[src/rtl/div_job_sequencer.sv]
// Queues divide requests, issues them one at a time to the sequential divider core,
// and returns quotient/remainder/error over a valid/ready result port.
module div_job_sequencer #(
  parameter int W       = 8,
  parameter int DEPTH   = 4,
  parameter int TIMEOUT = 64
) (
  input  logic             clk,
  input  logic             rst,
  input  logic             in_valid,
  output logic             in_ready,
  input  logic [2*W-1:0]   in_dividend,
  input  logic [W-1:0]     in_divisor,
  output logic             core_start,
  output logic [2*W-1:0]   core_dividend,
  output logic [W-1:0]     core_divisor,
  input  logic             core_done,
  input  logic             core_divby0,
  input  logic             core_overflow,
  output logic             core_finish,
  input  logic [W-1:0]     core_quotient,
  input  logic [W-1:0]     core_remainder,
  output logic             res_valid,
  input  logic             res_ready,
  output logic [W-1:0]     res_quotient,
  output logic [W-1:0]     res_remainder,
  output logic [1:0]       res_err
);

  localparam int AW = $clog2(DEPTH);
  localparam int CW = AW + 1;
  localparam int TW = $clog2(TIMEOUT);

  localparam logic [1:0] ERR_OK      = 2'b00;
  localparam logic [1:0] ERR_DIVBY0  = 2'b01;
  localparam logic [1:0] ERR_OVERFLW = 2'b10;
  localparam logic [1:0] ERR_TIMEOUT = 2'b11;

  typedef enum logic [2:0] {IDLE, ISSUE, WAIT, ACK, RESP} state_t;

  state_t state, next_state;

  logic [2*W-1:0] fifo_dividend [DEPTH];
  logic [W-1:0]   fifo_divisor  [DEPTH];
  logic [AW-1:0]  wr_ptr, rd_ptr;
  logic [CW-1:0]  count;
  logic           full, empty, push, pop;

  logic [TW-1:0]  timer, timer_nxt;
  logic           start_nxt, finish_nxt, valid_nxt;
  logic [2*W-1:0] dividend_nxt;
  logic [W-1:0]   divisor_nxt, quotient_nxt, remainder_nxt;
  logic [1:0]     err_nxt;

  assign full     = (count == CW'(DEPTH));
  assign empty    = (count == '0);
  assign in_ready = !full;
  assign push     = in_valid && !full;
  assign pop      = (state == ISSUE);

  // Storage is not reset; only the pointers and count define which entries are live.
  always_ff @(posedge clk) begin
    if (push) begin
      fifo_dividend[wr_ptr] <= in_dividend;
      fifo_divisor[wr_ptr]  <= in_divisor;
    end
  end

  always_ff @(posedge clk or posedge rst) begin
    if (rst) begin
      wr_ptr <= '0;
      rd_ptr <= '0;
      count  <= '0;
    end else begin
      if (push) wr_ptr <= wr_ptr + 1'b1;
      if (pop)  rd_ptr <= rd_ptr + 1'b1;
      case ({push, pop})
        2'b10:   count <= count + 1'b1;
        2'b01:   count <= count - 1'b1;
        default: count <= count;
      endcase
    end
  end

  always_ff @(posedge clk or posedge rst) begin
    if (rst) begin
      state         <= IDLE;
      timer         <= '0;
      core_start    <= 1'b0;
      core_finish   <= 1'b0;
      res_valid     <= 1'b0;
      core_dividend <= '0;
      core_divisor  <= '0;
      res_quotient  <= '0;
      res_remainder <= '0;
      res_err       <= ERR_OK;
    end else begin
      state         <= next_state;
      timer         <= timer_nxt;
      core_start    <= start_nxt;
      core_finish   <= finish_nxt;
      res_valid     <= valid_nxt;
      core_dividend <= dividend_nxt;
      core_divisor  <= divisor_nxt;
      res_quotient  <= quotient_nxt;
      res_remainder <= remainder_nxt;
      res_err       <= err_nxt;
    end
  end

  // Completion beats error flags, and any real flag beats the timeout in the same cycle.
  always_comb begin
    next_state = state;
    case (state)
      IDLE:    if (!empty) next_state = ISSUE;
      ISSUE:   next_state = WAIT;
      WAIT: begin
        if (core_done)                           next_state = RESP;
        else if (core_divby0 || core_overflow)   next_state = ACK;
        else if (timer == TW'(TIMEOUT - 1))      next_state = ACK;
      end
      ACK:     next_state = RESP;
      RESP:    if (res_ready) next_state = IDLE;
      default: next_state = IDLE;
    endcase
  end

  always_comb begin
    start_nxt     = (next_state == ISSUE) && (state == IDLE);
    finish_nxt    = (next_state == ACK);
    valid_nxt     = (next_state == RESP);
    timer_nxt     = timer;
    dividend_nxt  = core_dividend;
    divisor_nxt   = core_divisor;
    quotient_nxt  = res_quotient;
    remainder_nxt = res_remainder;
    err_nxt       = res_err;
    case (state)
      IDLE: begin
        if (!empty) begin
          dividend_nxt = fifo_dividend[rd_ptr];
          divisor_nxt  = fifo_divisor[rd_ptr];
        end
      end
      ISSUE: timer_nxt = '0;
      WAIT: begin
        timer_nxt = timer + 1'b1;
        if (core_done) begin
          quotient_nxt  = core_quotient;
          remainder_nxt = core_remainder;
          err_nxt       = ERR_OK;
        end else if (next_state == ACK) begin
          quotient_nxt  = '0;
          remainder_nxt = '0;
          if (core_divby0)        err_nxt = ERR_DIVBY0;
          else if (core_overflow) err_nxt = ERR_OVERFLW;
          else                    err_nxt = ERR_TIMEOUT;
        end
      end
      default: ;
    endcase
  end

endmodule

[config.mk]
export PLATFORM = sky130hd
export DESIGN_NAME = div_job_sequencer
export DESIGN_NICKNAME = d
export VERILOG_FILES = /design/src/rtl/div_job_sequencer.sv
export SDC_FILE = /design/constraint.sdc
export NUM_CORES = 1
export LEC_CHECK = 0
export BUFFER_PORTS_ARGS = -buffer_cell sky130_fd_sc_hd__buf_4
export CAP_MARGIN = 20
export CORE_AREA = 2 2 86 170
export CTS_CLUSTER_DIAMETER = 150
export CTS_CLUSTER_SIZE = 28
export DETAILED_ROUTE_END_ITERATION = 6
export DIE_AREA = 0 0 88 172
export GPL_TIMING_DRIVEN = 0
export PLACE_DENSITY = 0.65
export SKIP_CTS_REPAIR_TIMING = 1
export SYNTH_ARGS = -nofsm -noshare
export SYNTH_HDL_FRONTEND = slang
export SYNTH_SLANG_ARGS = --single-unit
export TNS_END_PERCENT = 1
[constraint.sdc]
create_clock -name clk -period 3.5 [get_ports clk]
set_clock_uncertainty 0.05 [all_clocks]
set_input_delay 0.175 -clock clk [delete_from_list [all_inputs] [get_ports clk]]
set_output_delay 0.175 -clock clk [all_outputs]
set_load 0.1 [all_outputs]
==> impl_metrics.json, run 1 <==
{
  "syn_nets": 386,
  "min_path_type": "in -> reg",
  "crit_path_start_kind": "register",
  "synth_ff_type": "edfxtp_1",
  "synth_top_family_by_area": "multiplexers",
  "cts_tree": "done",
  "setup_ws_ns": 0.965,
  "via_per_inst": 5.23,
  "cp.required_ns": 3.79,
  "yosys-top-cells-count": "96 x edfxtp_1, 61 x dfrtp_1, 26 x mux2_2",
  "numCtsBuffers": 17,
  "port_buffers": 92,
  "yosys.area_share.adder_pct": 1.52,
  "ff2ff_setup_slack_ns": 0.97,
  "met2_usage_pct": 31.7,
  "dp_slack_ns": 0.932,
  "diodes": 0,
  "fin_nets": 542,
  "muxShareOfSynthArea_pct": 14.2,
  "async_reset_ff_share_pct": 38.9,
  "layout-drive-gt1-share_pct": 39.3,
  "synth_simple_gate_area_share_pct": 3.34,
  "syn_area_mm2": 0.00625,
  "use_met1_pct": 18.9,
  "grt_busiest_layer": "met2",
  "setup-violations-final": 0,
  "clk_latency_ns": 0.42,
  "ant_nets": 0,
  "yosysUniqueCellTypes": 41,
  "io-pin-count": 93,
  "met3_usage_pct": 4.34,
  "path_max_fanout": 7,
  "area_growth_pct": 32.5,
  "totalWireLength_um": 12700,
  "track_usage_pct": 17.6,
  "max_freq_ghz": 0.394,
  "die_w_um": 88,
  "fin_crit_sh_pct": 72.4,
  "min_period_ns": 2.53,
  "outcome": "finished, violations left",
  "synth.top_cell.area_share_pct": 46.1,
  "setup_tns_ns": 0,
  "synth_xor_area_share_pct": 1.12,
  "dpl.hpwl_um": 8560,
  "holdWs_ns": -0.00220,
  "syn-instance-count": 332,
  "synth_edf_count": 96,
  "cts-root-buf": "clkbuf_16",
  "violations": "negative hold slack",
  "synth_seq_cells": 157,
  "grt_pass1_wl_um": 19600,
  "die-area_mm2": 0.0151,
  "yosys-top-cells-area": "edfxtp_1 46%, dfrtp_1 24%, mux4_2 8.6%",
  "overflow": 0,
  "die_h_um": 172,
  "vias": 3609,
  "first_pass_iters": 4,
  "path_class": "reg -> reg",
  "wl_per_cell_um": 18.4,
  "synth.most_common_cell": "edfxtp_1",
  "grt_antenna_before_repair": 0,
  "rsz0062_at_grt": "no",
  "start_util_pct": 45.2,
  "crit_path_end_kind": "register",
  "tightest_slew_ns": 0.835,
  "synth.largest_area_cell": "edfxtp_1",
  "grt_pass1_vias": 3776,
  "syn_avg_cell_area_um2": 18.8,
  "drv_cap": 0,
  "fp.coreArea_mm2": 0.0138,
  "drtIter0Drc": 86,
  "synth_compound_area_share_pct": 6.73,
  "clk_pin_slew_ns": 0.06,
  "hold_viol": 1,
  "cts_htree_levels": 4,
  "place_congestion": 0.748,
  "grt_start_max_net_pins": 62,
  "rows": 61,
  "clk_path_buf_depth": 2,
  "maxSlewViolCount": 0,
  "arrival_ns": 2.83,
  "synth.yosys.seq_area_share_pct": 70.6,
  "drc_errors": 0,
  "synth-warning-count": 0,
  "n_fill_cell": 1052,
  "cts_sinks": 157,
  "slew_headroom_pct": 44.2
}
[final timing paths]
kind,from,to,cells past startpoint
worst max-delay path,state[2]$_DFF_PP0_,count[2]$_DFFE_PP0P_,8
worst min-delay path,res_ready,res_valid$_DFF_PP0_,3
worst max register to register,state[2]$_DFF_PP0_,count[2]$_DFFE_PP0P_,8
worst min register to register,timer[5]$_DFFE_PP0P_,timer[5]$_DFFE_PP0P_,1
max in group asynchronous,rst,res_valid$_DFF_PP0_,3
min in group asynchronous,rst,res_remainder[2]$_DFFE_PP0P_,3
[placed cells by master, fill, tap and decap left out, types with 2 or more instances in the layout]
master	n
a221o_1	12
a221o_2	4
a22o_1	3
and3_1	4
buf_1	2
buf_16	3
buf_2	3
buf_4	99
buf_8	3
bufinv_16	3
clkbuf_1	4
clkbuf_16	17
clkinv_1	3
clkinv_2	2
clkinv_4	3
clkinvlp_4	2
dfrtp_1	61
dlygate4sd3_1	41
edfxtp_1	96
ha_1	6
inv_1	7
inv_6	2
mux2_2	26
mux2i_1	4
mux4_2	24
nand2_1	5
nand2b_1	2
nand3_1	3
nor2_1	7
nor3_1	2
o211a_1	17
o211ai_1	2
o21ai_0	4
or3b_1	2
xnor2_1	5
xor2_1	3
[flip-flops by register name, indices dropped and copies added, names as in the netlist]
signal / cells
count: 3
res_quotient: 8
core_divisor: 8
timer: 6
res_valid: 1
rd_ptr: 2
fifo_divisor: 32
core_finish: 1
fifo_dividend: 64
core_start: 1
res_remainder: 8
res_err: 2
wr_ptr: 2
state: 3
core_dividend: 16
[stage by stage]
stage / hold WS, ns / area (um^2) / utilization (%) / instances
3_3_place_gp: 0.323 / 7180 / 52.0 / 613
6_report: -0.00220 / 8280 / 60.0 / 690
4_1_cts: -0.119 / 7870 / 57.0 / 649
5_1_grt: 0.000432 / 8280 / 60.0 / 690
2_1_floorplan: 0.224 / 6250 / - / 332
3_5_place_dp: 0.327 / 7280 / 52.7 / 617
[worst max-delay path: stages (launching register included)]
cell	delay [ns]
dfrtp_1	0.35
buf_4	0.16
nor3b_1	0.70
ha_1	0.33
inv_1	0.07
fa_1	0.37
xor2_1	0.15
nor2_1	0.13
xor2_1	0.15
[cells by family after synthesis]
| kind of cell | count (synthesis) |
|---|---|
| buffers and inverters | 27 |
| multiplexers | 55 |
| XOR/XNOR | 8 |
| AND/OR/NAND/NOR | 33 |
| flip-flops | 157 |
| AO/OA/AOI/OAI | 45 |
| adder cells (fa/ha/maj) | 7 |
[cell type report]
cell class	count	area [um^2]	share of cell area [%]
multi-input combinational	148	1680	20.3
timing repair buffer	137	1200	14.5
clock inverter	15	170	2.05
clock buffer	17	425	5.14
buffer	19	131	1.59
sequential	157	4410	53.2
tap	189	236	2.85
inverter	8	32.5	0.393
[per-layer routing]
metal	wire, um	vias up
li1	-	1630
met1	4680	1866
met2	7210	91
met3	485	22
met4	299	0
met5	0	-
Power of run 1 is left out: the tool's default activity adds up to more than one toggle a clock period on the data nets, which glitch-free logic cannot reach.
==> inputs of run 2 (changes only) <==
==> constraint.sdc (replaced) <==
create_clock -name clk -period 2.39 [get_ports clk]
set_clock_uncertainty 0.05 [all_clocks]
set_input_delay 0.1195 -clock clk [delete_from_list [all_inputs] [get_ports clk]]
set_output_delay 0.1195 -clock clk [all_outputs]
set_load 0.1 [all_outputs]
==> run 2 against run 1 <==
  * The flow still finishes with violations (negative hold slack)
  * Critical path type unchanged
  * Sequential cell count is the same
  * Global-route usage shrank 0.43 points
  * Hold slack worse by 0.012 ns
  * Clock-buffer cell count stayed put
==> impl_metrics.json, run 2 (synthesis results as in run 1) <==
{
  "final_common_cell": "buf_4",
  "path_delay_family": "simple AND/OR/NAND/NOR gates",
  "path_cells": "or3b_4 > and2_4 > inv_1 > ha_1 > inv_1 > fa_1 > xor2_1 > nor2_1 > xor2_1",
  "clk_latency_ns": 0.42,
  "path_class": "reg -> reg",
  "numCtsBuffers": 17,
  "cts-root-buf": "clkbuf_16",
  "r2r_end": "count[2]$_DFFE_PP0P_",
  "largest_register": "fifo_dividend",
  "crit_path_end_kind": "register",
  "violations": "negative hold slack",
  "clk_pin_slew_ns": 0.07,
  "dp_slack_ns": -0.252,
  "worstHoldStart": "core_divby0",
  "overflow": 0,
  "io-pin-count": 93,
  "ant_nets": 0,
  "cp.buffers_inverters": 2,
  "grt_pass1_vias": 3717,
  "hold_end": "res_err[1]$_DFFE_PP0P_",
  "layout_common_cells": "101 x buf_4, 96 x edfxtp_1, 61 x dfrtp_1",
  "clk_path_buf_depth": 2,
  "drtIter0Drc": 141,
  "grt_antenna_before_repair": 0,
  "min_period_ns": 2.21,
  "slew_headroom_pct": 45.5,
  "rows": 61,
  "cp_slowest_stage_delay_ns": 0.43,
  "holdWs_ns": -0.0138,
  "outcome": "finished, violations left",
  "min_path_cells": 3,
  "cp.required_ns": 2.68,
  "rsz0062_at_grt": "no",
  "cts_sinks": 157,
  "maxSlewViolCount": 0,
  "first_pass_iters": 5,
  "grt_start_max_net_pins": 62,
  "utilization_pct": 60.4,
  "place_congestion": 0.769,
  "n_fill_cell": 1036,
  "fin_crit_sh_pct": 92.4,
  "ff2ff_setup_slack_ns": 0.18,
  "hold_viol": 2,
  "die_h_um": 172,
  "vias": 3597,
  "max_freq_ghz": 0.453,
  "cts_htree_levels": 4,
  "die_w_um": 88,
  "via_per_inst": 5.18,
  "path_max_fanout": 6,
  "setup-violations-final": 0,
  "fin_nets": 546,
  "layout-drive-gt1-share_pct": 40.6,
  "cts_tree": "done",
  "min_path_type": "in -> reg",
  "die-area_mm2": 0.0151,
  "totalWireLength_um": 12300,
  "arrival_ns": 2.50,
  "diodes": 0,
  "area_growth_pct": 33.5,
  "largest_register_ffs": 64,
  "wl_per_cell_um": 17.8,
  "dpl.hpwl_um": 8290,
  "tightest_slew_ns": 0.817,
  "drc_errors": 0,
  "crit_path_start_kind": "register",
  "setup_ws_ns": 0.182,
  "start_util_pct": 45.2,
  "cp_slowest_cell": "or3b_4",
  "grt_pass1_wl_um": 19100,
  "r2r_start": "count[0]$_DFFE_PP0P_",
  "port_buffers": 92,
  "track_usage_pct": 17.2,
  "top_regs": "fifo_dividend: 64 flops, fifo_divisor: 32 flops, core_dividend: 16 flops",
  "drv_cap": 0,
  "reg2reg_depth": 9,
  "setup_tns_ns": 0,
  "fp.coreArea_mm2": 0.0138
}
## run 2: layout make-up
type	count	area (um^2)	area share, %
clock buffers	17	425	5.10
flip-flops and latches	157	4410	52.9
well taps	189	236	2.84
repair buffers	141	1250	14.9
clock inverters	15	164	1.97
inverters	8	32.5	0.390
multi-input cells	148	1700	20.3
plain buffers	19	131	1.58
## run 2: worst max path at each step
| stage | slack [ns] | from | cells after the start | endpoint |
|---|---|---|---|---|
| 2_1_floorplan | 0.03 | count[0]$_DFFE_PP0P_ | 9 | count[2]$_DFFE_PP0P_ |
| 3_3_place_gp | -0.36 | rst | 2 | core_dividend[11]$_DFFE_PP0P_ |
| 3_5_place_dp | -0.25 | state[2]$_DFF_PP0_ | 8 | count[2]$_DFFE_PP0P_ |
| 4_1_cts | -0.28 | state[2]$_DFF_PP0_ | 8 | count[2]$_DFFE_PP0P_ |
| 5_1_grt | 0.004 | count[0]$_DFFE_PP0P_ | 9 | count[2]$_DFFE_PP0P_ |
| 6_report | 0.18 | count[0]$_DFFE_PP0P_ | 9 | count[2]$_DFFE_PP0P_ |
## run 2: per-layer routing
layer  global-route usage, %  vias to the layer above  part of all wire, %
met5                       0                        -                    0
met4                    5.89                        0                  1.1
met3                    5.16                       12                  4.2
met2                    31.7                       78                   58
met1                    18.1                     1874                   37
li1                        -                     1633                    -
## run 2: worst min-delay path: stages
cell and delay [ns]:
buf_4 0.10, o21ai_0 0.08, o211a_1 0.11
## run 2: per-stage QoR
step           cells  instance area (um^2)
6_report         694                  8340
5_1_grt          694                  8340
4_1_cts          649                  7880
3_5_place_dp     617                  7290
3_3_place_gp     613                  7180
2_1_floorplan    332                  6250
Power of run 2 is left out for the same reason.
==> inputs of run 3 (changes only) <==
--- a/config.mk
+++ b/config.mk
@@ -7,13 +7,13 @@
 export LEC_CHECK = 0
 export BUFFER_PORTS_ARGS = -buffer_cell sky130_fd_sc_hd__buf_4
 export CAP_MARGIN = 20
-export CORE_AREA = 2 2 86 170
+export CORE_AREA = 2 2 120 122
 export CTS_CLUSTER_DIAMETER = 150
 export CTS_CLUSTER_SIZE = 28
 export DETAILED_ROUTE_END_ITERATION = 6
-export DIE_AREA = 0 0 88 172
-export GPL_TIMING_DRIVEN = 0
-export PLACE_DENSITY = 0.65
+export DIE_AREA = 0 0 122 124
+export GPL_TIMING_DRIVEN = 1
+export PLACE_DENSITY = 0.66
 export SKIP_CTS_REPAIR_TIMING = 1
 export SYNTH_ARGS = -nofsm -noshare
 export SYNTH_HDL_FRONTEND = slang
==> run 3 against run 2 <==
  * Cell area decreased by 1.7%
  * Critical path type unchanged
  * Non-clock buffer count shrank 8
  * Core utilization is 0.63 points lower
  * Final cell count shrank 2.4%
  * Fmax down 1.4%
  * Die area about the same
  * Sequential share of layout area increased by 0.94 points
  * The run now ends clean
==> impl_metrics.json, run 3 (synthesis results as in run 1) <==
{
  "outcome": "completed",
  "cts-root-buf": "clkbuf_16",
  "largest_register": "fifo_dividend",
  "hold_viol": 0,
  "cp_slowest_cell": "or3b_4",
  "totalWireLength_um": 12100,
  "multi_input_area_mm2": 0.00168,
  "cts_tree": "done",
  "die-area_mm2": 0.0151,
  "path_max_fanout": 6,
  "crit_path_end_kind": "register",
  "clk_latency_ns": 0.42,
  "place_congestion": 0.738,
  "first_pass_iters": 4,
  "clk_pin_slew_ns": 0.06,
  "min_path_type": "in -> reg",
  "via_per_inst": 5.21,
  "clk_path_buf_depth": 2,
  "cp.required_ns": 2.69,
  "cts_htree_levels": 4,
  "setup-violations-final": 0,
  "port_buffers": 92,
  "dpl.hpwl_um": 7250,
  "layout-drive-gt1-share_pct": 39.6,
  "cts_sinks": 157,
  "fin_area_mm2": 0.00820,
  "regArea_mm2": 0.00441,
  "path_cells": "or3b_4 > and2_1 > inv_1 > ha_1 > inv_1 > fa_1 > xor2_1 > nor2_1 > xor2_1",
  "arrival_ns": 2.54,
  "ant_nets": 0,
  "maxSlewViolCount": 0,
  "grt_start_max_net_pins": 45,
  "drv_cap": 0,
  "fin_nets": 538,
  "final_common_cell": "buf_4",
  "cp.buffers_inverters": 2,
  "die_h_um": 124,
  "track_usage_pct": 16.8,
  "min_period_ns": 2.24,
  "rows": 43,
  "dpl_cell_area_mm2": 0.00717,
  "path_class": "reg -> reg",
  "rsz0062_at_grt": "no",
  "io-pin-count": 93,
  "layout_common_cells": "106 x buf_4, 96 x edfxtp_1, 60 x dfrtp_1",
  "die_w_um": 122,
  "top_regs": "fifo_dividend: 64 flops, fifo_divisor: 32 flops, core_dividend: 16 flops",
  "cp_slowest_stage_delay_ns": 0.43,
  "diodes": 0,
  "setup_tns_ns": 0,
  "largest_register_ffs": 64,
  "max_freq_ghz": 0.447,
  "fin_crit_sh_pct": 93.7,
  "slew_headroom_pct": 41.4,
  "tightest_slew_ns": 0.878,
  "worstHoldStart": "core_overflow",
  "area_growth_pct": 31.2,
  "crit_start": "count[0]$_DFFE_PP0P_",
  "grt_antenna_before_repair": 0,
  "grt_pass1_vias": 3462,
  "fp.coreArea_mm2": 0.0137,
  "drc_errors": 0,
  "start_util_pct": 45.6,
  "grt_pass1_wl_um": 18500,
  "numCtsBuffers": 17,
  "drtIter0Drc": 225,
  "n_fill_cell": 1012,
  "path_delay_family": "simple AND/OR/NAND/NOR gates",
  "overflow": 0,
  "crit_path_start_kind": "register",
  "r2r_start": "count[0]$_DFFE_PP0P_",
  "vias": 3528,
  "holdWs_ns": 0.00573,
  "wl_per_cell_um": 17.9
}
## run 3: path summary, 6_finish.rpt
path                                                 end  slack [ns]  depth (start not counted)
max in group asynchronous          rd_ptr[0]$_DFFE_PP0P_        1.45                          4
min in group asynchronous  core_dividend[10]$_DFFE_PP0P_        0.23                          3
setup / recovery                    count[2]$_DFFE_PP0P_        0.15                          9
hold / removal                    res_err[0]$_DFFE_PP0P_       0.006                          3
hold reg to reg                     count[2]$_DFFE_PP0P_        0.44                          1
setup reg to reg                    count[2]$_DFFE_PP0P_        0.15                          9
## run 3: metrics by stage
| stage | utilization [%] | instances | setup slack [ns] |
|---|---|---|---|
| 2_1_floorplan | - | 332 | 0.0252 |
| 3_3_place_gp | 52.2 | 599 | 0.180 |
| 3_5_place_dp | 52.2 | 599 | 0.125 |
| 4_1_cts | 56.4 | 631 | 0.105 |
| 5_1_grt | 59.7 | 677 | 0.00829 |
| 6_report | 59.7 | 677 | 0.151 |
## run 3: routing by layer
layer | global-route usage (%) | routed length [um] | vias to the layer above
li1 | - | - | 1627
met1 | 21.9 | 5500 | 1803
met2 | 26.6 | 5930 | 85
met3 | 4.53 | 516 | 13
met4 | 7.33 | 158 | 0
met5 | 0 | 0 | -
## run 3: cell type report
class	count	share of cell area [%]
repair buffers	152	15.6
multi-input cells	148	20.5
clock buffers	18	5.24
clock inverters	14	1.76
inverters	8	0.366
well taps	180	2.75
flip-flops and latches	157	53.8
## run 3: tightest hold or removal path, delay by kind of cell
family | cells | cell delay, ns
compound gates | 2 | 0.20
buf+inv | 1 | 0.10
Power of run 3 is left out for the same reason.
